### src/rtl/seq_pkg.sv
// Shared types for the core sequencer: state encodings and trap causes.
package seq_pkg;

    // Encodings are visible on LEDR, so values are fixed explicitly.
    typedef enum logic [3:0] {
        StIdle      = 4'd0,
        StFetch     = 4'd1,
        StFetchWait = 4'd2,
        StDecode    = 4'd3,
        StExecute   = 4'd4,
        StMem       = 4'd5,
        StMemWait   = 4'd6,
        StWriteback = 4'd7,
        StStepPause = 4'd8,
        StHalted    = 4'd9,
        StTrap      = 4'd15
    } state_e;

    typedef enum logic [2:0] {
        CauseNone         = 3'd0,
        CauseDecode       = 3'd1,
        CauseMemFault     = 3'd2,
        CauseFetchTimeout = 3'd3,
        CauseDataTimeout  = 3'd4,
        CauseIllegalState = 3'd5
    } trap_cause_e;

    localparam int unsigned TimeoutWidth = 16;

    // States in which the core is running and the cycle counter advances.
    function automatic logic is_active(state_e s);
        return !(s inside {StIdle, StHalted, StTrap});
    endfunction

endpackage

### src/rtl/mem_timeout_counter.sv
// Counts memory wait cycles without an acknowledge and flags expiry.
module mem_timeout_counter
    import seq_pkg::*;
#(
    parameter int unsigned Width = TimeoutWidth
) (
    input  logic             clk_i,
    input  logic             rst_ni,
    input  logic             clear_i,
    input  logic             enable_i,
    input  logic [Width-1:0] limit_i,
    output logic             expired_o
);

    logic [Width-1:0] count_q;
    logic [Width:0]   count_inc;

    // Expiry fires on the enabled cycle that would bring the count up to the limit.
    assign count_inc = {1'b0, count_q} + {{Width{1'b0}}, 1'b1};
    assign expired_o = enable_i && (count_inc >= {1'b0, limit_i});

    // Wait-cycle counter, cleared whenever a new request is issued.
    always_ff @(posedge clk_i or negedge rst_ni) begin
        if (!rst_ni) begin
            count_q <= '0;
        end else if (clear_i) begin
            count_q <= '0;
        end else if (enable_i) begin
            count_q <= count_inc[Width-1:0];
        end
    end

endmodule

### src/rtl/core_sequencer.sv
// Multi-cycle control sequencer: phase strobes, memory handshake with timeout,
// single-step debug, latched trap cause and cycle/retired-instruction counters.
module core_sequencer
    import seq_pkg::*;
#(
    parameter int unsigned WORD_SIZE      = 32,
    parameter int unsigned CNT_WIDTH      = 32,
    parameter int unsigned TIMEOUT_CYCLES = 255,
    parameter logic [6:0]  HALT_OPCODE    = 7'b1111111
) (
    input  logic                 clk_i,
    input  logic                 rst_ni,
    input  logic                 start_i,
    input  logic                 step_mode_i,
    input  logic                 step_i,
    input  logic [6:0]           opcode_i,
    input  logic                 decode_error_i,
    input  logic                 mem_op_i,
    input  logic                 is_store_i,
    input  logic                 mem_ack_i,
    input  logic                 mem_fault_i,
    output logic                 mem_req_o,
    output logic                 mem_we_o,
    output logic                 mem_sel_o,
    output logic                 ir_load_o,
    output logic                 exec_en_o,
    output logic                 wb_en_o,
    output logic                 pc_en_o,
    output logic [3:0]           state_o,
    output logic [2:0]           trap_cause_o,
    output logic                 halted_o,
    output logic [CNT_WIDTH-1:0] cycle_count_o,
    output logic [CNT_WIDTH-1:0] instret_count_o
);

    // Elaboration-time parameter sanity; counters are read back through a word-wide mux.
    if (TIMEOUT_CYCLES == 0 || TIMEOUT_CYCLES > 65535) begin : g_bad_timeout
        $error("TIMEOUT_CYCLES must be in 1..65535");
    end
    if (CNT_WIDTH > WORD_SIZE) begin : g_bad_cnt_width
        $error("CNT_WIDTH must not exceed WORD_SIZE");
    end

    state_e      state_q, state_d;
    trap_cause_e trap_cause_q, trap_cause_d, cause_new;

    logic mem_req_q, mem_req_d;
    logic mem_we_q, mem_we_d;
    logic mem_sel_q, mem_sel_d;
    logic ir_load_q, ir_load_d;
    logic exec_en_q, exec_en_d;
    logic wb_en_q, wb_en_d;
    logic pc_en_q, pc_en_d;
    logic halted_q, halted_d;

    logic [CNT_WIDTH-1:0] cycle_count_q, cycle_count_d;
    logic [CNT_WIDTH-1:0] instret_count_q, instret_count_d;

    logic in_wait;
    logic to_clear;
    logic to_enable;
    logic to_expired;

    assign in_wait   = (state_q == StFetchWait) || (state_q == StMemWait);
    assign to_clear  = (state_q == StFetch) || (state_q == StMem);
    // Counting stops on the ack cycle, so a same-cycle ack always beats the timeout.
    assign to_enable = in_wait && !mem_ack_i;

    mem_timeout_counter #(
        .Width(TimeoutWidth)
    ) u_timeout (
        .clk_i    (clk_i),
        .rst_ni   (rst_ni),
        .clear_i  (to_clear),
        .enable_i (to_enable),
        .limit_i  (TimeoutWidth'(TIMEOUT_CYCLES)),
        .expired_o(to_expired)
    );

    // Next-state decode and trap-cause selection.
    always_comb begin
        state_d   = state_q;
        cause_new = CauseNone;
        case (state_q)
            StIdle:      if (start_i) state_d = StFetch;
            StFetch:     state_d = StFetchWait;
            StFetchWait: begin
                if (mem_ack_i) begin
                    if (mem_fault_i) begin
                        state_d   = StTrap;
                        cause_new = CauseMemFault;
                    end else begin
                        state_d = StDecode;
                    end
                end else if (to_expired) begin
                    state_d   = StTrap;
                    cause_new = CauseFetchTimeout;
                end
            end
            StDecode:    state_d = StExecute;
            StExecute: begin
                if (opcode_i == HALT_OPCODE) begin
                    state_d = StHalted;
                end else if (decode_error_i) begin
                    state_d   = StTrap;
                    cause_new = CauseDecode;
                end else if (mem_op_i) begin
                    state_d = StMem;
                end else begin
                    state_d = StWriteback;
                end
            end
            StMem:       state_d = StMemWait;
            StMemWait: begin
                if (mem_ack_i) begin
                    if (mem_fault_i) begin
                        state_d   = StTrap;
                        cause_new = CauseMemFault;
                    end else begin
                        state_d = StWriteback;
                    end
                end else if (to_expired) begin
                    state_d   = StTrap;
                    cause_new = CauseDataTimeout;
                end
            end
            StWriteback: state_d = step_mode_i ? StStepPause : StFetch;
            StStepPause: if (step_i || !step_mode_i) state_d = StFetch;
            StHalted:    state_d = StHalted;
            StTrap:      state_d = StTrap;
            default: begin
                state_d   = StTrap;
                cause_new = CauseIllegalState;
            end
        endcase
    end

    // Moore outputs computed from the next state so they are valid for the whole state visit.
    always_comb begin
        trap_cause_d = trap_cause_q;
        if (trap_cause_q == CauseNone && cause_new != CauseNone) begin
            trap_cause_d = cause_new;
        end
        mem_req_d = state_d inside {StFetch, StFetchWait, StMem, StMemWait};
        mem_sel_d = state_d inside {StMem, StMemWait};
        // Store direction is captured on entry to MEM and held through the wait.
        mem_we_d  = 1'b0;
        if (state_d == StMem) begin
            mem_we_d = is_store_i;
        end else if (state_d == StMemWait) begin
            mem_we_d = mem_we_q;
        end
        // The ack cycle's strobe lands in DECODE, one cycle after the ack.
        ir_load_d = (state_d == StDecode);
        exec_en_d = (state_d == StExecute);
        wb_en_d   = (state_d == StWriteback) && !(is_store_i && mem_op_i);
        pc_en_d   = (state_d == StWriteback);
        halted_d  = state_d inside {StHalted, StTrap};
    end

    // FSM state, trap cause and registered strobes.
    always_ff @(posedge clk_i or negedge rst_ni) begin
        if (!rst_ni) begin
            state_q      <= StIdle;
            trap_cause_q <= CauseNone;
            mem_req_q    <= 1'b0;
            mem_we_q     <= 1'b0;
            mem_sel_q    <= 1'b0;
            ir_load_q    <= 1'b0;
            exec_en_q    <= 1'b0;
            wb_en_q      <= 1'b0;
            pc_en_q      <= 1'b0;
            halted_q     <= 1'b0;
        end else begin
            state_q      <= state_d;
            trap_cause_q <= trap_cause_d;
            mem_req_q    <= mem_req_d;
            mem_we_q     <= mem_we_d;
            mem_sel_q    <= mem_sel_d;
            ir_load_q    <= ir_load_d;
            exec_en_q    <= exec_en_d;
            wb_en_q      <= wb_en_d;
            pc_en_q      <= pc_en_d;
            halted_q     <= halted_d;
        end
    end

    // Counter next values; both wrap naturally at 2^CNT_WIDTH.
    always_comb begin
        cycle_count_d   = cycle_count_q;
        instret_count_d = instret_count_q;
        if (is_active(state_d)) begin
            cycle_count_d = cycle_count_q + CNT_WIDTH'(1);
        end
        if (state_q == StWriteback) begin
            instret_count_d = instret_count_q + CNT_WIDTH'(1);
        end
    end

    // Cycle and retired-instruction counters.
    always_ff @(posedge clk_i or negedge rst_ni) begin
        if (!rst_ni) begin
            cycle_count_q   <= '0;
            instret_count_q <= '0;
        end else begin
            cycle_count_q   <= cycle_count_d;
            instret_count_q <= instret_count_d;
        end
    end

    assign mem_req_o       = mem_req_q;
    assign mem_we_o        = mem_we_q;
    assign mem_sel_o       = mem_sel_q;
    assign ir_load_o       = ir_load_q;
    assign exec_en_o       = exec_en_q;
    assign wb_en_o         = wb_en_q;
    assign pc_en_o         = pc_en_q;
    assign state_o         = state_q;
    assign trap_cause_o    = trap_cause_q;
    assign halted_o        = halted_q;
    assign cycle_count_o   = cycle_count_q;
    assign instret_count_o = instret_count_q;

endmodule

### config.mk
export PLATFORM = sky130hd
export DESIGN_NAME = core_sequencer
export DESIGN_NICKNAME = d
export VERILOG_FILES = /design/src/rtl/seq_pkg.sv /design/src/rtl/mem_timeout_counter.sv /design/src/rtl/core_sequencer.sv
export SDC_FILE = /design/constraint.sdc
export NUM_CORES = 1
export LEC_CHECK = 0
export ABC_AREA = 1
export BUFFER_PORTS_ARGS = -buffer_cell sky130_fd_sc_hd__buf_2
export CORE_UTILIZATION = 51
export CTS_CLUSTER_DIAMETER = 40
export DETAILED_ROUTE_END_ITERATION = 7
export HOLD_SLACK_MARGIN = 0.08
export PLACE_DENSITY = 0.83
export SYNTH_ARGS = -nofsm -noshare
export SYNTH_HDL_FRONTEND = slang
export SYNTH_SLANG_ARGS = --single-unit
### constraint.sdc
create_clock -name clk_i -period 2.09 [get_ports clk_i]
set_input_delay 0.209 -clock clk_i [delete_from_list [all_inputs] [get_ports clk_i]]
set_output_delay 0.209 -clock clk_i [all_outputs]
set_load 0.005 [all_outputs]
Word-level counts from Yosys, hierarchy flattened --
Cells that the tools add are included.
Cells by class: add/subtract/negate cells 3, order comparisons 1, equality and inequality tests 21, multiplexer cells 24, reductions and logical operators 21
Operators by type and width (number):
- adder 32 x 1 -> 32 bit (second input constant) | 2
- 2-to-1 mux 4 bit | 10
- one-hot mux 4 bit (10 select lines) | 1
- equality test 4 x 3 -> 1 bit (second input constant) | 8
- 2-to-1 mux 16 bit | 2
- equality test 4 bit (second input constant) | 5
- adder 16 x 1 -> 17 bit (second input constant) | 1
- >= comparator 17 x 8 -> 1 bit (second input constant) | 1
- equality test 4 x 2 -> 1 bit (second input constant) | 4
- one-hot mux 3 bit (4 select lines) | 1
- equality test 4 x 1 -> 1 bit (second input constant) | 2
- zero test 4 bit | 2
- 2-to-1 mux 2 bit | 4
- OR reduction 8 bit | 1
- equality test 7 bit (second input constant) | 1
- 2-to-1 mux 3 bit | 2
- nonzero test 2 bit | 3
- nonzero test 3 bit | 2
- logical AND 1 bit | 5
- 2-to-1 mux 1 bit | 4
- nonzero test 4 bit | 1
- zero test 1 bit | 3
- zero test 3 bit | 1
- logical OR 1 bit | 3
- inequality test 2 bit (second input constant) | 1
Word-level totals: bits in registers 95, input port bits 17, output and inout port bits 79

Logic depth before layout (Yosys ltp) --
word-level depth 10, gate-level depth with buffers 20

Hierarchy --
A second synthesis with hierarchy kept.
Second synthesis, totals: cell total of the unflattened synthesis 911, area total of the unflattened synthesis 6308.6 µm²
Modules (own cells, without submodules):
- core_sequencer | times used 1, cells each 698, area an instance 4842.1 µm², sequential area each 1976.9 µm²
- mem_timeout_counter | times used 1, cells each 213, area an instance 1466.4 µm², sequential area each 400.4 µm²

Worst setup path after synthesis --
Ideal clock, no wire load.
kind register to register, from register u_timeout.count_q[0], to register cycle_count_q[7] (netlist: cycle_count_o[7]), arrival time 2.175 ns, required time 1.975 ns, setup slack -0.201 ns, cell stages (with the launch flop) 21, path buffers 1, clock period less this slack 2.291 ns, path through dfrtp_1 -> ha_1 -> nand2_2 -> inv_1 -> nor2_1 -> nand3_1 -> nor2_1 -> nand2_1 -> nor2_1 -> nor2_4 -> nand2_4 -> nand2_4 -> nand2_4 -> nand2_4 -> nand2_8 -> nor2_8 -> nand2_4 -> nand2_8 -> buf_8 -> nand2_2 -> nand2_2
Between the ends: cells in the longest elaborated chain, start to end 8, elaborated cells between the ends (all ways) 11, classes of those cells add/sub (1); order compare (1); eq/ne (2); mux (4); reduce/logical (3)
RTL lines:
- from (decl) | line mem_timeout_counter.sv:15 | logic [Width-1:0] count_q;
- from (signal assigned) | line mem_timeout_counter.sv:29 | count_q <= count_inc[Width-1:0];
- adder 16 x 1 -> 17 bit * | line mem_timeout_counter.sv:19 | assign count_inc = {1'b0, count_q} + {{Width{1'b0}}, 1'b1};
- >= comparator 17 x 8 -> 1 bit * | line mem_timeout_counter.sv:20 | assign expired_o = enable_i && (count_inc >= {1'b0, limit_i});
- logical AND 1 bit * | line mem_timeout_counter.sv:20
- 2-to-1 mux 4 bit * | line core_sequencer.sv:95, core_sequencer.sv:122
- 2-to-1 mux 4 bit (on tied branches) | line core_sequencer.sv:115, core_sequencer.sv:88
- one-hot mux 4 bit (10 select lines) * | line core_sequencer.sv:84 | case (state_q)
- named net state_d[3] | line core_sequencer.sv:44 | state_e state_q, state_d;
- equality test 4 bit or zero test 4 bit (tied branches) | line seq_pkg.sv:32 | return !(s inside {StIdle, StHalted, StTrap});
- nonzero test 3 bit * | line seq_pkg.sv:32
- to (signal assigned) | line core_sequencer.sv:206 | cycle_count_q <= cycle_count_d;
- to (decl) | line core_sequencer.sv:56 | logic [CNT_WIDTH-1:0] cycle_count_q, cycle_count_d;
Mark *: on every way through the listed nets, which the timed path passes. The rest lies on a longest branch. A chain may end at the register's enable or synchronous reset.

Worst setup path after layout --
from register u_timeout.count_q[0], to register cycle_count_q[21] (netlist: cycle_count_o[21])
The elaborated chain is that of the path after synthesis.

==> results.json <==
{
  "hold_path_class": "primary input to flip-flop",
  "grt_antenna_before_repair": 0,
  "grt_first_pass_wirelength_um": 24900,
  "period_needed_ps": 2470,
  "syn_inst": 684,
  "whs_ps": 257,
  "p_clk_share_pct": 42.3,
  "rsz0062_at_grt": "true",
  "grt_pass1_vias": 5231,
  "synth_area_sq_mm": 0.00558,
  "globalplace.congestion": 0.949,
  "dr.max_layer_used": "met4",
  "drc_errors": 0,
  "cts_buffers": 9,
  "ff_latch_area_sq_mm": 0.00238,
  "cts.path.max_buffers": 2,
  "finalCritPeriodShare_pct": 118,
  "cts.clk_slew.worst_paths_ps": 90,
  "power.density_mw_per_mm2": 452,
  "violations": "negative setup slack",
  "p_sw_uw": 712,
  "drv_cap": 0,
  "status": "finished with violations",
  "synthMostInstantiatedCell": "nand2_1",
  "slew_headroom_pct": 70.8,
  "p_int_uw": 2700,
  "arrival_ps": 2720,
  "wl_met3_um": 1330,
  "core-area_sq_mm": 0.0105,
  "yosysTopAreaCell": "dfrtp_1",
  "synth_edf_count": 0,
  "avgSynthCellArea_sq_um": 8.16,
  "synth_top_area_share_pct": 42.6,
  "insertion_delay_ps": 360,
  "ioPinCount": 96,
  "ir_drop_v": 0.000334,
  "die_w_um": 107,
  "clock-sinks": 95,
  "wl_per_cell_um": 16.8,
  "grt_max_degree": 64,
  "port_buffers": 95,
  "fmax_ghz": 0.406,
  "worstPathRequired_ps": 2340,
  "setup_ws_ps": -376,
  "cts_tree": "yes",
  "synth_common_cells": "152 x nand2_1, 95 x dfrtp_1, 67 x inv_1",
  "cts_root_buf": "clkbuf_8",
  "dr.pass1.iters": 5,
  "grt_usage_pct": 27.7,
  "drv_slew": 0,
  "hold_viol_final": 0,
  "wl_met2_um": 8440,
  "setup_viol": 41,
  "area_delta_synth_final_pct": 35.3,
  "synth-main-ff-cell": "dfrtp_1",
  "multi_input_area_sq_mm": 0.00322,
  "end_kind": "flip-flop",
  "vias_per_cell": 5.56,
  "drt-total-wl_um": 16900,
  "async_flop_share_pct": 100,
  "fin_skew_ps": 12.1,
  "p_leak_uw": 0.00374,
  "synth.distinct_cells": 41,
  "fillCellCount": 771,
  "ys_ff_latch": 95,
  "synth_area_leaders": "dfrtp_1 43%, nand2_1 10%, xor2_1 6.4%",
  "criticalPathCategory": "flip-flop to flip-flop",
  "ant_nets": 0,
  "m1WireLength_um": 6360,
  "vias": 5572,
  "die_y_um": 107,
  "initial_core_util_pct": 53.4,
  "p_seq_share_pct": 54.1,
  "min_path_cells": 5,
  "path_max_fanout": 8,
  "h-tree-depth": 3,
  "grt_overflow": 0,
  "nets": 885,
  "final_area_sq_mm": 0.00755,
  "die_area_sq_mm": 0.0114,
  "start_kind": "flip-flop",
  "syn_nets": 705,
  "yosys_warnings": 0,
  "placed_cell_area_sq_mm": 0.00660,
  "ys_seq_area_share_pct": 42.6,
  "diodes": 0,
  "drive_gt1_share_pct": 39.1,
  "reg2reg_depth": 19,
  "hpwl_um": 10000,
  "tightest_slew_ps": 435,
  "first_iter_violations": 456,
  "power_switching_share_pct": 20.8,
  "p_comb_share_pct": 3.6,
  "rows": 37,
  "finalSetupTns_ps": -11620
}
cell families after synthesis:
kind of cell	share of synthesized area, %
AND/OR/NAND/NOR	36.4
buffers and inverters	6.63
adder cells (fa/ha/maj)	0.896
AO/OA/AOI/OAI	4.19
flip-flops	42.6
XOR/XNOR	9.26
path summary, 6_finish.rpt:
kind / startpoint / endpoint / slack [ps]
worst max-delay path: u_timeout.count_q[0] / cycle_count_o[21] / -380
min in group asynchronous: rst_ni / instret_count_o[3] / 320
worst min register to register: instret_count_o[31] / instret_count_o[31] / 470
worst min-delay path: mem_fault_i / trap_cause_o[1] / 260
worst max register to register: u_timeout.count_q[0] / cycle_count_o[21] / -380
max in group asynchronous: rst_ni / u_timeout.count_q[1] / 1060
sequential cells by signal, summed over array words and instances (netlist names):
register / count
mem_req_o: 1
trap_cause_o: 3
u_timeout.count_q: 16
cycle_count_o: 32
ir_load_o: 1
pc_en_o: 1
mem_sel_o: 1
mem_we_o: 1
instret_count_o: 32
wb_en_o: 1
exec_en_o: 1
state_o: 4
halted_o: 1
power by group through the flow:
stage	sequential, uW	clock (uW)	combinational (uW)
final	1850	1450	122
after global routing	1850	1520	137
after detailed placement	1880	0	108
after CTS	1850	1460	120
after global placement	1880	0	105
after floorplan	1880	0	28.8
critical path: stages (launching register included):
cell      delay [ps]
dfrtp_1          410
ha_4             170
nand2_4           70
nor2_4           160
nand3_2          110
nand2_2           80
nand2_2           60
nor2_2           110
nand2_2           70
nor2_4           100
nand2_4           80
o21bai_4         180
nand2_4           80
nand2_2           70
nand2_2           80
nand2_4          110
buf_12           160
nand2_8          110
nand2_2           90
nand2_1           60
final cells by class:
cell class                 count  share of cell area, %
timing repair buffer         177                   17.0
inverter                      72                   3.61
clock inverter                 4                   1.26
multi-input combinational    509                   42.6
clock buffer                  10                   1.82
tap                          136                   2.25
sequential                    95                   31.5
routing by layer:
metal | global-route usage [%] | vias up
met5 | 0 | -
met4 | 12.7 | 0
met3 | 4.56 | 91
met2 | 48.1 | 298
met1 | 33.7 | 2633
li1 | - | 2550
placed cells by master, fill, tap and decap left out, types with 7 or more instances in the layout:
master    Yosys  layout
inv_1        67      63
inv_2         4       7
nor2_2        7      12
dfrtp_1      95      92
buf_2         3      94
nand4_1      15      15
nand3_2       1      22
nor3_1       18      17
buf_4         3      64
xnor2_1      18      18
o21ai_0      19      17
nand2_1     152     138
nor4_1        8       8
nand2_4       7      13
nor2_1       65      57
nor2_4        9      12
nand2_2      48      55
clkbuf_8      0      10
xor2_1       41      41
nand3_1      64      40
through the flow:
stage	power [uW]	util, %	worst slack [ps]	instances
finish	3420	72.2	-376	1003
global route	3500	72.2	-504	1003
CTS	3430	68.5	-271	993
detailed placement	1990	63.1	-316	959
global placement	1990	63.1	-226	959
floorplan	1910	-	-170	684
timing repair:
item | CTS | global route
endpoints found under the setup margin | 39 | 56
cloned | 6 | 2
hold buffers | 3 | 0
hold endpoints to repair | 33 | 0
resized for setup | 21 | 67
pin swaps | 7 | 34
setup buffers | 11 | 9
Note: power is estimated with default switching activity, not from simulation.
